### config.mk
export PLATFORM = sky130hd
export DESIGN_NAME = beacon_flag_supervisor_flat
export DESIGN_NICKNAME = d
export VERILOG_FILES = /design/src/rtl/beacon_pkg.sv /design/src/rtl/beacon_flag_supervisor_if.sv /design/src/rtl/hyst_debounce.sv /design/src/rtl/beacon_flag_supervisor.sv /design/src/flat_wrapper.sv
export SDC_FILE = /design/constraint.sdc
export NUM_CORES = 1
export LEC_CHECK = 0
export ABC_CLOCK_PERIOD_IN_PS = 3100
export CAP_MARGIN = 10
export CORE_AREA = 2 2 114 61
export CTS_CLUSTER_DIAMETER = 50
export CTS_CLUSTER_SIZE = 10
export DETAILED_ROUTE_END_ITERATION = 8
export DIE_AREA = 0 0 116 63
export PLACE_DENSITY_LB_ADDON = 0.12
export SYNTH_ARGS = -nofsm -noshare
export SYNTH_HDL_FRONTEND = slang
export SYNTH_SLANG_ARGS = --single-unit
### constraint.sdc
create_clock -name clk -period 3.1 [get_ports clk]
set_clock_uncertainty 0.15 [all_clocks]
set_input_delay 0.62 -clock clk [delete_from_list [all_inputs] [get_ports clk]]
set_output_delay 0.62 -clock clk [all_outputs]
set_load 0.02 [all_outputs]
### src/rtl/beacon_pkg.sv
// Shared types for the beacon flag supervisor.
// Channel encoding and sequencer states.
package beacon_pkg;

  typedef enum logic [1:0] {
    CH_PV    = 2'd0,
    CH_CAP   = 2'd1,
    CH_LIGHT = 2'd2
  } adc_chan_t;

  typedef enum logic [1:0] {
    IDLE = 2'd0,
    CONV = 2'd1,
    EVAL = 2'd2
  } sup_state_t;

  function automatic adc_chan_t next_chan(adc_chan_t c);
    adc_chan_t n;
    n = CH_PV;
    unique case (c)
      CH_PV:   n = CH_CAP;
      CH_CAP:  n = CH_LIGHT;
      default: n = CH_PV;
    endcase
    return n;
  endfunction

endpackage

### src/rtl/beacon_flag_supervisor_if.sv
// ADC request/response bundle between the supervisor and the ADC.
// Supervisor is master (drives req/chan), ADC is slave.
interface beacon_flag_supervisor_if #(
  parameter int ADC_W = 12
);
  logic             adc_req;
  logic [1:0]       adc_chan;
  logic             adc_valid;
  logic [ADC_W-1:0] adc_data;

  modport master (
    output adc_req,
    output adc_chan,
    input  adc_valid,
    input  adc_data
  );

  modport slave (
    input  adc_req,
    input  adc_chan,
    output adc_valid,
    output adc_data
  );
endinterface

### src/rtl/hyst_debounce.sv
// Hysteresis comparator with N-sample debounce on a registered flag.
// Exposes the next-state flag for downstream registered logic.
module hyst_debounce #(
  parameter int unsigned W       = 12,
  parameter int unsigned SET     = 0,
  parameter int unsigned CLR     = 0,
  parameter bit          ABOVE   = 1'b1,
  parameter int unsigned DEB_N   = 4,
  parameter bit          RST_VAL = 1'b0
) (
  input  logic         clk,
  input  logic         rst,
  input  logic         en_i,
  input  logic [W-1:0] val_i,
  output logic         flag_o,
  output logic         flag_d_o
);

  localparam int unsigned CW = $clog2(DEB_N + 1);
  localparam logic [W-1:0]  SET_V = W'(SET);
  localparam logic [W-1:0]  CLR_V = W'(CLR);
  localparam logic [CW-1:0] LAST  = CW'(DEB_N - 1);

  logic          flag_q, flag_d;
  logic [CW-1:0] cnt_q, cnt_d;
  logic          set_c, clr_c, opp;

  always_comb begin
    if (ABOVE) begin
      set_c = val_i >= SET_V;
      clr_c = val_i < CLR_V;
    end else begin
      set_c = val_i <= SET_V;
      clr_c = val_i > CLR_V;
    end
    opp    = flag_q ? clr_c : set_c;
    flag_d = flag_q;
    cnt_d  = cnt_q;
    if (en_i) begin
      if (!opp) begin
        cnt_d = '0;
      end else if (cnt_q == LAST) begin
        flag_d = ~flag_q;
        cnt_d  = '0;
      end else begin
        cnt_d = cnt_q + CW'(1);
      end
    end
  end

  always_ff @(posedge clk or posedge rst) begin
    if (rst) begin
      flag_q <= RST_VAL;
      cnt_q  <= '0;
    end else begin
      flag_q <= flag_d;
      cnt_q  <= cnt_d;
    end
  end

  assign flag_o   = flag_q;
  assign flag_d_o = flag_d;

endmodule

### src/rtl/beacon_flag_supervisor.sv
// Round-robin ADC sequencer feeding debounced power flags to the beacon FSM.
// Fails safe: low-power asserted on reset and on any ADC timeout.
module beacon_flag_supervisor
  import beacon_pkg::*;
#(
  parameter int unsigned ADC_W        = 12,
  parameter int unsigned DEB_N        = 4,
  parameter int unsigned PERIOD_CYC   = 50000,
  parameter int unsigned TIMEOUT_CYC  = 256,
  parameter int unsigned PV_HI_SET    = 3000,
  parameter int unsigned PV_HI_CLR    = 2800,
  parameter int unsigned PV_MIN_SET   = 1000,
  parameter int unsigned PV_MIN_CLR   = 1200,
  parameter int unsigned CAP_FULL_SET = 3900,
  parameter int unsigned CAP_FULL_CLR = 3700,
  parameter int unsigned CAP_5V_SET   = 2050,
  parameter int unsigned CAP_5V_CLR   = 1950,
  parameter int unsigned DARK_SET     = 300,
  parameter int unsigned DARK_CLR     = 800
) (
  input  logic clk,
  input  logic rst,
  beacon_flag_supervisor_if.master adc,
  output logic cap_charged,
  output logic cap_over5,
  output logic pv_power_high,
  output logic lights_on_flag,
  output logic low_power1,
  output logic low_power2,
  output logic flags_valid,
  output logic adc_fault
);

  localparam int unsigned PW = $clog2(PERIOD_CYC + 1);
  localparam int unsigned TW = $clog2(TIMEOUT_CYC + 1);
  localparam logic [PW-1:0] PLAST = PW'(PERIOD_CYC - 1);
  localparam logic [TW-1:0] TLAST = TW'(TIMEOUT_CYC - 1);

  sup_state_t       state_q, state_d;
  adc_chan_t        chan_q, chan_d;
  logic [PW-1:0]    pcnt_q, pcnt_d;
  logic [TW-1:0]    tcnt_q, tcnt_d;
  logic [ADC_W-1:0] smp_q, smp_d;
  logic             fv_q, fv_d;
  logic             fault_q, fault_d;
  logic             req_q, lp1_q, lp2_q;
  logic             en_pv, en_cap, en_lt;
  logic             pv_low, pv_low_d, c5_d;
  logic [2:0]       flag_d_unused;

  always_comb begin
    state_d = state_q;
    chan_d  = chan_q;
    pcnt_d  = '0;
    tcnt_d  = '0;
    smp_d   = smp_q;
    fv_d    = fv_q;
    fault_d = fault_q;
    unique case (state_q)
      IDLE: begin
        if (pcnt_q == PLAST) begin
          state_d = CONV;
          chan_d  = CH_PV;
        end else begin
          pcnt_d = pcnt_q + PW'(1);
        end
      end
      CONV: begin
        // a strobe on the expiry cycle still counts as a good sample
        if (adc.adc_valid) begin
          smp_d   = adc.adc_data;
          state_d = EVAL;
        end else if (tcnt_q == TLAST) begin
          fault_d = 1'b1;
          if (chan_q == CH_LIGHT) state_d = IDLE;
          else chan_d = next_chan(chan_q);
        end else begin
          tcnt_d = tcnt_q + TW'(1);
        end
      end
      EVAL: begin
        if (chan_q == CH_LIGHT) begin
          state_d = IDLE;
          fv_d    = 1'b1;
        end else begin
          state_d = CONV;
          chan_d  = next_chan(chan_q);
        end
      end
      default: state_d = IDLE;
    endcase
  end

  always_ff @(posedge clk or posedge rst) begin
    if (rst) begin
      state_q <= CONV;
      chan_q  <= CH_PV;
      pcnt_q  <= '0;
      tcnt_q  <= '0;
      smp_q   <= '0;
      fv_q    <= 1'b0;
      fault_q <= 1'b0;
      req_q   <= 1'b0;
      lp1_q   <= 1'b1;
      lp2_q   <= 1'b1;
    end else begin
      state_q <= state_d;
      chan_q  <= chan_d;
      pcnt_q  <= pcnt_d;
      tcnt_q  <= tcnt_d;
      smp_q   <= smp_d;
      fv_q    <= fv_d;
      fault_q <= fault_d;
      req_q   <= state_d == CONV;
      lp1_q   <= (pv_low_d & ~c5_d) | fault_d;
      lp2_q   <= pv_low_d | fault_d;
    end
  end

  assign en_pv  = (state_q == EVAL) && (chan_q == CH_PV);
  assign en_cap = (state_q == EVAL) && (chan_q == CH_CAP);
  assign en_lt  = (state_q == EVAL) && (chan_q == CH_LIGHT);

  hyst_debounce #(
    .W(ADC_W), .SET(PV_HI_SET), .CLR(PV_HI_CLR),
    .ABOVE(1'b1), .DEB_N(DEB_N), .RST_VAL(1'b0)
  ) u_pv_high (
    .clk(clk), .rst(rst), .en_i(en_pv), .val_i(smp_q),
    .flag_o(pv_power_high), .flag_d_o(flag_d_unused[0])
  );

  hyst_debounce #(
    .W(ADC_W), .SET(PV_MIN_SET), .CLR(PV_MIN_CLR),
    .ABOVE(1'b0), .DEB_N(DEB_N), .RST_VAL(1'b1)
  ) u_pv_low (
    .clk(clk), .rst(rst), .en_i(en_pv), .val_i(smp_q),
    .flag_o(pv_low), .flag_d_o(pv_low_d)
  );

  hyst_debounce #(
    .W(ADC_W), .SET(CAP_FULL_SET), .CLR(CAP_FULL_CLR),
    .ABOVE(1'b1), .DEB_N(DEB_N), .RST_VAL(1'b0)
  ) u_cap_full (
    .clk(clk), .rst(rst), .en_i(en_cap), .val_i(smp_q),
    .flag_o(cap_charged), .flag_d_o(flag_d_unused[1])
  );

  hyst_debounce #(
    .W(ADC_W), .SET(CAP_5V_SET), .CLR(CAP_5V_CLR),
    .ABOVE(1'b1), .DEB_N(DEB_N), .RST_VAL(1'b0)
  ) u_cap_5v (
    .clk(clk), .rst(rst), .en_i(en_cap), .val_i(smp_q),
    .flag_o(cap_over5), .flag_d_o(c5_d)
  );

  hyst_debounce #(
    .W(ADC_W), .SET(DARK_SET), .CLR(DARK_CLR),
    .ABOVE(1'b0), .DEB_N(DEB_N), .RST_VAL(1'b0)
  ) u_dark (
    .clk(clk), .rst(rst), .en_i(en_lt), .val_i(smp_q),
    .flag_o(lights_on_flag), .flag_d_o(flag_d_unused[2])
  );

  logic pv_low_unused;
  assign pv_low_unused = pv_low;

  assign adc.adc_req  = req_q;
  assign adc.adc_chan = chan_q;
  assign low_power1   = lp1_q;
  assign low_power2   = lp2_q;
  assign flags_valid  = fv_q;
  assign adc_fault    = fault_q;

endmodule
### src/flat_wrapper.sv
// flat-port wrapper written by rule: the top's interface ports become plain ports
module beacon_flag_supervisor_flat import beacon_pkg::*;
#(
  parameter int unsigned ADC_W        = 12,
  parameter int unsigned DEB_N        = 4,
  parameter int unsigned PERIOD_CYC   = 50000,
  parameter int unsigned TIMEOUT_CYC  = 256,
  parameter int unsigned PV_HI_SET    = 3000,
  parameter int unsigned PV_HI_CLR    = 2800,
  parameter int unsigned PV_MIN_SET   = 1000,
  parameter int unsigned PV_MIN_CLR   = 1200,
  parameter int unsigned CAP_FULL_SET = 3900,
  parameter int unsigned CAP_FULL_CLR = 3700,
  parameter int unsigned CAP_5V_SET   = 2050,
  parameter int unsigned CAP_5V_CLR   = 1950,
  parameter int unsigned DARK_SET     = 300,
  parameter int unsigned DARK_CLR     = 800
)
  (clk, rst, cap_charged, cap_over5, pv_power_high, lights_on_flag, low_power1, low_power2, flags_valid, adc_fault, adc_adc_req, adc_adc_chan, adc_adc_valid, adc_adc_data);
  beacon_flag_supervisor_if #(.ADC_W(ADC_W)) adc_i ();
  input  logic clk;
  input  logic rst;
  output logic cap_charged;
  output logic cap_over5;
  output logic pv_power_high;
  output logic lights_on_flag;
  output logic low_power1;
  output logic low_power2;
  output logic flags_valid;
  output logic adc_fault;
  output wire logic [$bits(adc_i.adc_req)-1:0] adc_adc_req;
  output wire logic [$bits(adc_i.adc_chan)-1:0] adc_adc_chan;
  input wire logic [$bits(adc_i.adc_valid)-1:0] adc_adc_valid;
  input wire logic [$bits(adc_i.adc_data)-1:0] adc_adc_data;
  assign adc_adc_req = adc_i.adc_req;
  assign adc_adc_chan = adc_i.adc_chan;
  assign adc_i.adc_valid = adc_adc_valid;
  assign adc_i.adc_data = adc_adc_data;
  beacon_flag_supervisor #(.ADC_W(ADC_W), .DEB_N(DEB_N), .PERIOD_CYC(PERIOD_CYC), .TIMEOUT_CYC(TIMEOUT_CYC), .PV_HI_SET(PV_HI_SET), .PV_HI_CLR(PV_HI_CLR), .PV_MIN_SET(PV_MIN_SET), .PV_MIN_CLR(PV_MIN_CLR), .CAP_FULL_SET(CAP_FULL_SET), .CAP_FULL_CLR(CAP_FULL_CLR), .CAP_5V_SET(CAP_5V_SET), .CAP_5V_CLR(CAP_5V_CLR), .DARK_SET(DARK_SET), .DARK_CLR(DARK_CLR)) u_core (.clk(clk), .rst(rst), .adc(adc_i), .cap_charged(cap_charged), .cap_over5(cap_over5), .pv_power_high(pv_power_high), .lights_on_flag(lights_on_flag), .low_power1(low_power1), .low_power2(low_power2), .flags_valid(flags_valid), .adc_fault(adc_fault));
endmodule
==> reports/metrics.cfg, run 1 <==
[clocking]
cts_buffers=9
clk_pin_slew_ns=0.05
max-clock-path-buffers=2
clock_sinks=66
hold_buffers=0
ctsHtreeMaxLevel=3
cts-root-buf=clkbuf_16
ctsResizeCount=0
clock_latency_ns=0.34
post_cts_buffers=0
cts_tree=yes

[timing]
totalNegativeSetupSlack_ns=0
relSlewSlack_pct=62.4
setup_slack_ns=0.574
max_freq_ghz=0.396
tightest_slew_ns=0.559
rsz0062_at_grt=false
final-setup-viol-count=0
final.min_clock_period_ns=2.53
fin_crit_sh_pct=81.5
final-max-slew-violation-count=0
hold_violations=0

[placed_design]
gp_congestion=0.875
place_hpwl_um=5020
dp.cells=456
portBuffers=25
place_area_um2=3730
post-place-ws_ns=0.588

[synthesis]
synth_flop_cell=dfrtp_1
synth.area.top_cells=dfrtp_1 46%, nor2_1 4.4%, mux2_2 4.3%, xor2_1 4.1%, ha_1 4.1%
synth_area_um2=3380
ys_ff_latch=66
synth_cell_types=51
avgSynthCellArea_um2=9.69
synth_commonest_cells=62 x dfrtp_1, 40 x nor2_1, 33 x nand2_1
syn_nets=375
synthArstFlopShare_pct=100
synth_edf_count=0
yosysMostFrequentCell=dfrtp_1
yosysSeqAreaShare_pct=49.0
synth_top_area_share_pct=45.9
yosys_warnings=0
synth_top_area_cell=dfrtp_1
netlist_instances=349

[final_layout]
regArea_um2=1660
finalNetCount=401
finalInstanceArea_um2=4030
drive_gt1_share_pct=11.1
stdcell_count=472
utilization_pct=63.4
multi_input_area_um2=1610
syn_to_final_growth_pct=19.2
diodes=0
fillers=542

[route]
vias=2633
viasPerCell=5.58
drc=0
ant_nets=0
routed_wl_um=6900
post_drt_wl_per_cell_um=14.6
drt-pass1-iter-count=5
drt_iter0_drc=296

[global_route]
grt_pass1_wl_um=11500
antenna_found_initial=0
overflow=0
grt_use_total_pct=21.1
grt_max_degree=45
grt_pass1_vias=2295

[job]
drv_cap=0

[status]
run_status=completed

[die]
core_um2=6360
die_w_um=116
rows=21
die_h_um=63
start_util_pct=53.2
dieArea_um2=7310
io_pins=26

[worst_setup_path]
endpoint_kind=flop
cp_data_required_time_ns=3.17
cp.arrival_ns=2.59
cp_max_fo=18
path_class=flop to flop
worst_setup_path_start_kind=flop

[pwr]
p_leak_nw=1.80
peakVddDrop_mv=0.748
power_density_nw_per_um2=815

[hold_path]
worstHoldPathType=flop to flop

## registers in the layout, indices dropped and copies added (netlist names)
name	cells
u_core.u_pv_low.cnt_q	3
u_core.tcnt_q	9
u_core.adc.adc_chan	2
u_core.u_cap_full.cnt_q	3
u_core.pcnt_q	16
u_core.u_dark.cnt_q	3
u_core.state_q	2
u_core.low_power1	1
u_core.u_cap_5v.flag_o	1
u_core.u_pv_high.flag_o	1
u_core.adc_fault	1
u_core.flags_valid	1
u_core.u_dark.flag_o	1
u_core.smp_q	12
u_core.u_cap_full.flag_o	1
u_core.u_pv_high.cnt_q	3
u_core.u_pv_low.flag_o	1
u_core.u_cap_5v.cnt_q	3
u_core.adc.adc_req	1
u_core.low_power2	1
## layout by cell type, fill, tap and decap left out, types with 9 or more instances in the layout
cell / n
nor2_1: 40
nand4_1: 10
dfrtp_1: 62
nand2_1: 33
clkdlybuf4s50_1: 25
inv_1: 17
nor2b_1: 10
a21oi_1: 11
mux2_2: 13
nand3_1: 17
ha_1: 11
o21ai_0: 18
xor2_1: 16
clkbuf_16: 9
## where the power goes
part | internal (mW) | leakage [nW] | switching [mW]
Combinational | 0.420 | 0.780 | 0.494
Clock | 0.649 | 0.152 | 0.355
Sequential | 1.05 | 0.870 | 0.312
Total | 2.12 | 1.80 | 1.16
## cell families after synthesis
kind of cell             Yosys count  synth area share [%]
flip-flops                        66                  49.0
buffers and inverters             30                  3.37
XOR/XNOR                          18                  4.66
adder cells (fa/ha/maj)           11                  4.07
AO/OA/AOI/OAI                     61                  12.1
multiplexers                      14                  4.62
AND/OR/NAND/NOR                  149                  22.2
## layout make-up
class,instances,area share (%)
clock inverters,1,0.124
well taps,92,2.86
clock buffers,15,7.39
flip-flops and latches,66,41.1
repair buffers,27,6.89
inverters,18,1.68
multi-input cells,253,40.0
## final timing paths
check / start / endpoint / slack, ns / cells after the start
max: u_core.pcnt_q[5] / u_core.adc.adc_chan[1] / 0.57 / 5
min: u_core.flags_valid / u_core.flags_valid / 0.31 / 1
max reg2reg: u_core.pcnt_q[5] / u_core.adc.adc_chan[1] / 0.57 / 5
min reg2reg: u_core.flags_valid / u_core.flags_valid / 0.31 / 1
max in group asynchronous: rst / u_core.u_pv_low.flag_o / 1.66 / 3
min in group asynchronous: rst / u_core.tcnt_q[8] / 0.49 / 2
## critical path, stage by stage (launching register included)
cell and delay, ns:
dfrtp_1 0.41, or4_1 0.53, or4b_4 0.55, o21ai_4 0.44, a31oi_1 0.14, o21bai_1 0.19
## per-stage QoR
step / power, mW / hold WS (ns)
global placement: 2.24 / 0.288
CTS: 3.29 / 0.310
global route: 3.49 / 0.333
floorplan: 1.99 / 0.274
detailed placement: 2.27 / 0.295
finish: 3.28 / 0.314
## per-layer routing
| layer | routed length (µm) | track usage (%) |
|---|---|---|
| met4 | 60 | 6.55 |
| met2 | 2540 | 25.2 |
| met3 | 559 | 8.73 |
| met5 | 0 | 0 |
| met1 | 3730 | 33.3 |
(Power assumes the default switching activity.)
==> run 2, diff against run 1 <==
--- a/config.mk
+++ b/config.mk
@@ -5,13 +5,13 @@
 export SDC_FILE = /design/constraint.sdc
 export NUM_CORES = 1
 export LEC_CHECK = 0
-export ABC_CLOCK_PERIOD_IN_PS = 3100
+export ABC_CLOCK_PERIOD_IN_PS = 2000
 export CAP_MARGIN = 10
-export CORE_AREA = 2 2 114 61
+export CORE_AREA = 2 2 118 63
 export CTS_CLUSTER_DIAMETER = 50
 export CTS_CLUSTER_SIZE = 10
 export DETAILED_ROUTE_END_ITERATION = 8
-export DIE_AREA = 0 0 116 63
+export DIE_AREA = 0 0 120 65
 export PLACE_DENSITY_LB_ADDON = 0.12
 export SYNTH_ARGS = -nofsm -noshare
 export SYNTH_HDL_FRONTEND = slang
==> constraint.sdc (replaced) <==
create_clock -name clk -period 2 [get_ports clk]
set_clock_uncertainty 0.15 [all_clocks]
set_input_delay 0.4 -clock clk [delete_from_list [all_inputs] [get_ports clk]]
set_output_delay 0.4 -clock clk [all_outputs]
set_load 0.02 [all_outputs]
==> run 2 against run 1 <==
Against the previous run:
- the run now ends with negative setup slack left
- via count up 2.6%
- power up 68%
- die area up 6.7%
- core utilization about the same
- final cell count up 8.3%
- worst setup slack worse by 0.79 ns
- first-iteration DRC count down 49%
- critical endpoint is now u_core.adc.adc_chan[0]
==> reports/metrics.cfg, run 2 (same netlist as run 1, synthesis figures left out) <==
[final_layout]
finalInstanceArea_um2=4380
stdcell_count=511
syn_to_final_growth_pct=29.4
regArea_um2=1660
utilization_pct=63.4
largest-register=u_core.pcnt_q
diodes=0
multi_input_area_um2=1670
final_common_cell=dfrtp_1
fillers=589
drive_gt1_share_pct=21.4
finalNetCount=436
reg.largest.list=u_core.pcnt_q x16, u_core.smp_q x12, u_core.tcnt_q x9
largest_register_ff_count=16
final_cell_mix=59 x dfrtp_1, 40 x nor2_1, 33 x nand2_1, 33 x buf_4, 20 x clkdlybuf4s50_1

[route]
drc=0
ant_nets=0
vias=2702
viasPerCell=5.29
drt_iter0_drc=151
routed_wl_um=7430
drt-pass1-iter-count=5
post_drt_wl_per_cell_um=14.5

[timing]
final-setup-viol-count=20
final-max-slew-violation-count=0
tightest_slew_ns=0.629
hold_violations=0
fin_crit_sh_pct=111
rsz0062_at_grt=true
max_freq_ghz=0.452
final.min_clock_period_ns=2.21
relSlewSlack_pct=57.7
setup_slack_ns=-0.213

[global_route]
overflow=0
grt_use_total_pct=21.1
antenna_found_initial=0
grt_pass1_wl_um=12400
grt_pass1_vias=2512
grt_max_degree=67

[hold_path]
whs_path_depth=1
worstHoldPathType=flop to flop
worstHoldStart=u_core.pcnt_q[0]
hold_end=u_core.pcnt_q[0]

[clocking]
clock_latency_ns=0.33
clock_sinks=66
max-clock-path-buffers=2
clk_pin_slew_ns=0.05
cts-root-buf=clkbuf_16
hold_buffers=0
ctsHtreeMaxLevel=3
cts_buffers=9
cts_tree=yes

[worst_setup_path]
r2r-start=u_core.pcnt_q[5]
path_cells=or4_1, or4b_4, o21ai_4, buf_6, nand3b_4, mux2i_1
r2r_slack_ns=-0.21
crit_path_max_incr_delay_ns=0.55
worstReg2RegEnd=u_core.adc.adc_chan[0]
endpoint_kind=flop
slowest_stage=or4b_4
path_class=flop to flop
cp.arrival_ns=2.28
cpLargestDelayFamily=simple AND/OR/NAND/NOR gates
cp_max_fo=3
worst_setup_path_start_kind=flop
cp_data_required_time_ns=2.07
cp_num_buf_inv=1
r2r_cells=6

[die]
io_pins=26
die_w_um=120
core_um2=6910
dieArea_um2=7800
rows=22
die_h_um=65
start_util_pct=48.9

[placed_design]
gp_congestion=0.813
portBuffers=25
dp.cells=489
post-place-ws_ns=-0.208
place_hpwl_um=5200
place_area_um2=3980

[pwr]
peakVddDrop_mv=0.719
p_leak_nw=2.08
power_density_nw_per_um2=1260

[job]
drv_cap=0

[status]
violations=negative setup slack
run_status=complete, but fails checks

## run 2: per-stage QoR
| stage | hold WS [ns] | power [mW] | TNS (ns) |
|---|---|---|---|
| floorplan | 0.273 | 3.09 | -2.18 |
| global placement | 0.284 | 3.83 | -2.07 |
| detailed placement | 0.294 | 3.89 | -2.92 |
| CTS | 0.300 | 5.37 | -3.21 |
| global route | 0.330 | 5.91 | -5.24 |
| finish | 0.298 | 5.52 | -3.73 |
## run 2: timing repair
item                       CTS  global route
pin swaps                    0             4
cloned                       0             0
setup buffers                0             6
resized for setup            1            21
setup endpoints to repair   21            35
## run 2: worst max-delay path by stage
stage               slack (ns)  cells after the start                endpoint        startpoint
finish                   -0.21                      6  u_core.adc.adc_chan[0]  u_core.pcnt_q[5]
global placement         -0.16                      5  u_core.adc.adc_chan[1]  u_core.pcnt_q[5]
detailed placement       -0.21                      5  u_core.adc.adc_chan[1]  u_core.pcnt_q[5]
floorplan                -0.18                      5  u_core.adc.adc_chan[1]  u_core.pcnt_q[5]
CTS                      -0.22                      5  u_core.adc.adc_chan[1]  u_core.pcnt_q[5]
global route             -0.28                      6        u_core.pcnt_q[6]  u_core.pcnt_q[5]
## run 2: layout make-up
type | count | share of cell area (%)
Inverter | 18 | 1.63
Sequential cell | 66 | 37.9
Clock inverter | 3 | 0.343
Tap cell | 96 | 2.74
Clock buffer | 13 | 5.94
Timing Repair Buffer | 62 | 13.3
Multi-Input combinational cell | 253 | 38.1
## run 2: per-layer routing
metal,track usage [%],routed length (µm),vias to the layer above
li1,-,-,1352
met3,8.36,440,5
met5,0,0,-
met4,5.29,57,0
met1,31.8,3910,1292
met2,27.6,3020,53
## run 2: where the power goes
| group | total, mW | switching, mW | internal [mW] | leakage (nW) |
|---|---|---|---|---|
| combinational | 2.15 | 1.11 | 1.04 | 1.07 |
| sequential | 1.92 | 0.281 | 1.64 | 0.866 |
| clock | 1.44 | 0.545 | 0.899 | 0.139 |
| total | 5.52 | 1.94 | 3.58 | 2.08 |
## run 2: worst register-to-register path: stages, from the launching register on
cell	delay, ns
dfrtp_1	0.37
or4_1	0.51
or4b_4	0.55
o21ai_4	0.17
buf_6	0.14
nand3b_4	0.08
mux2i_1	0.14
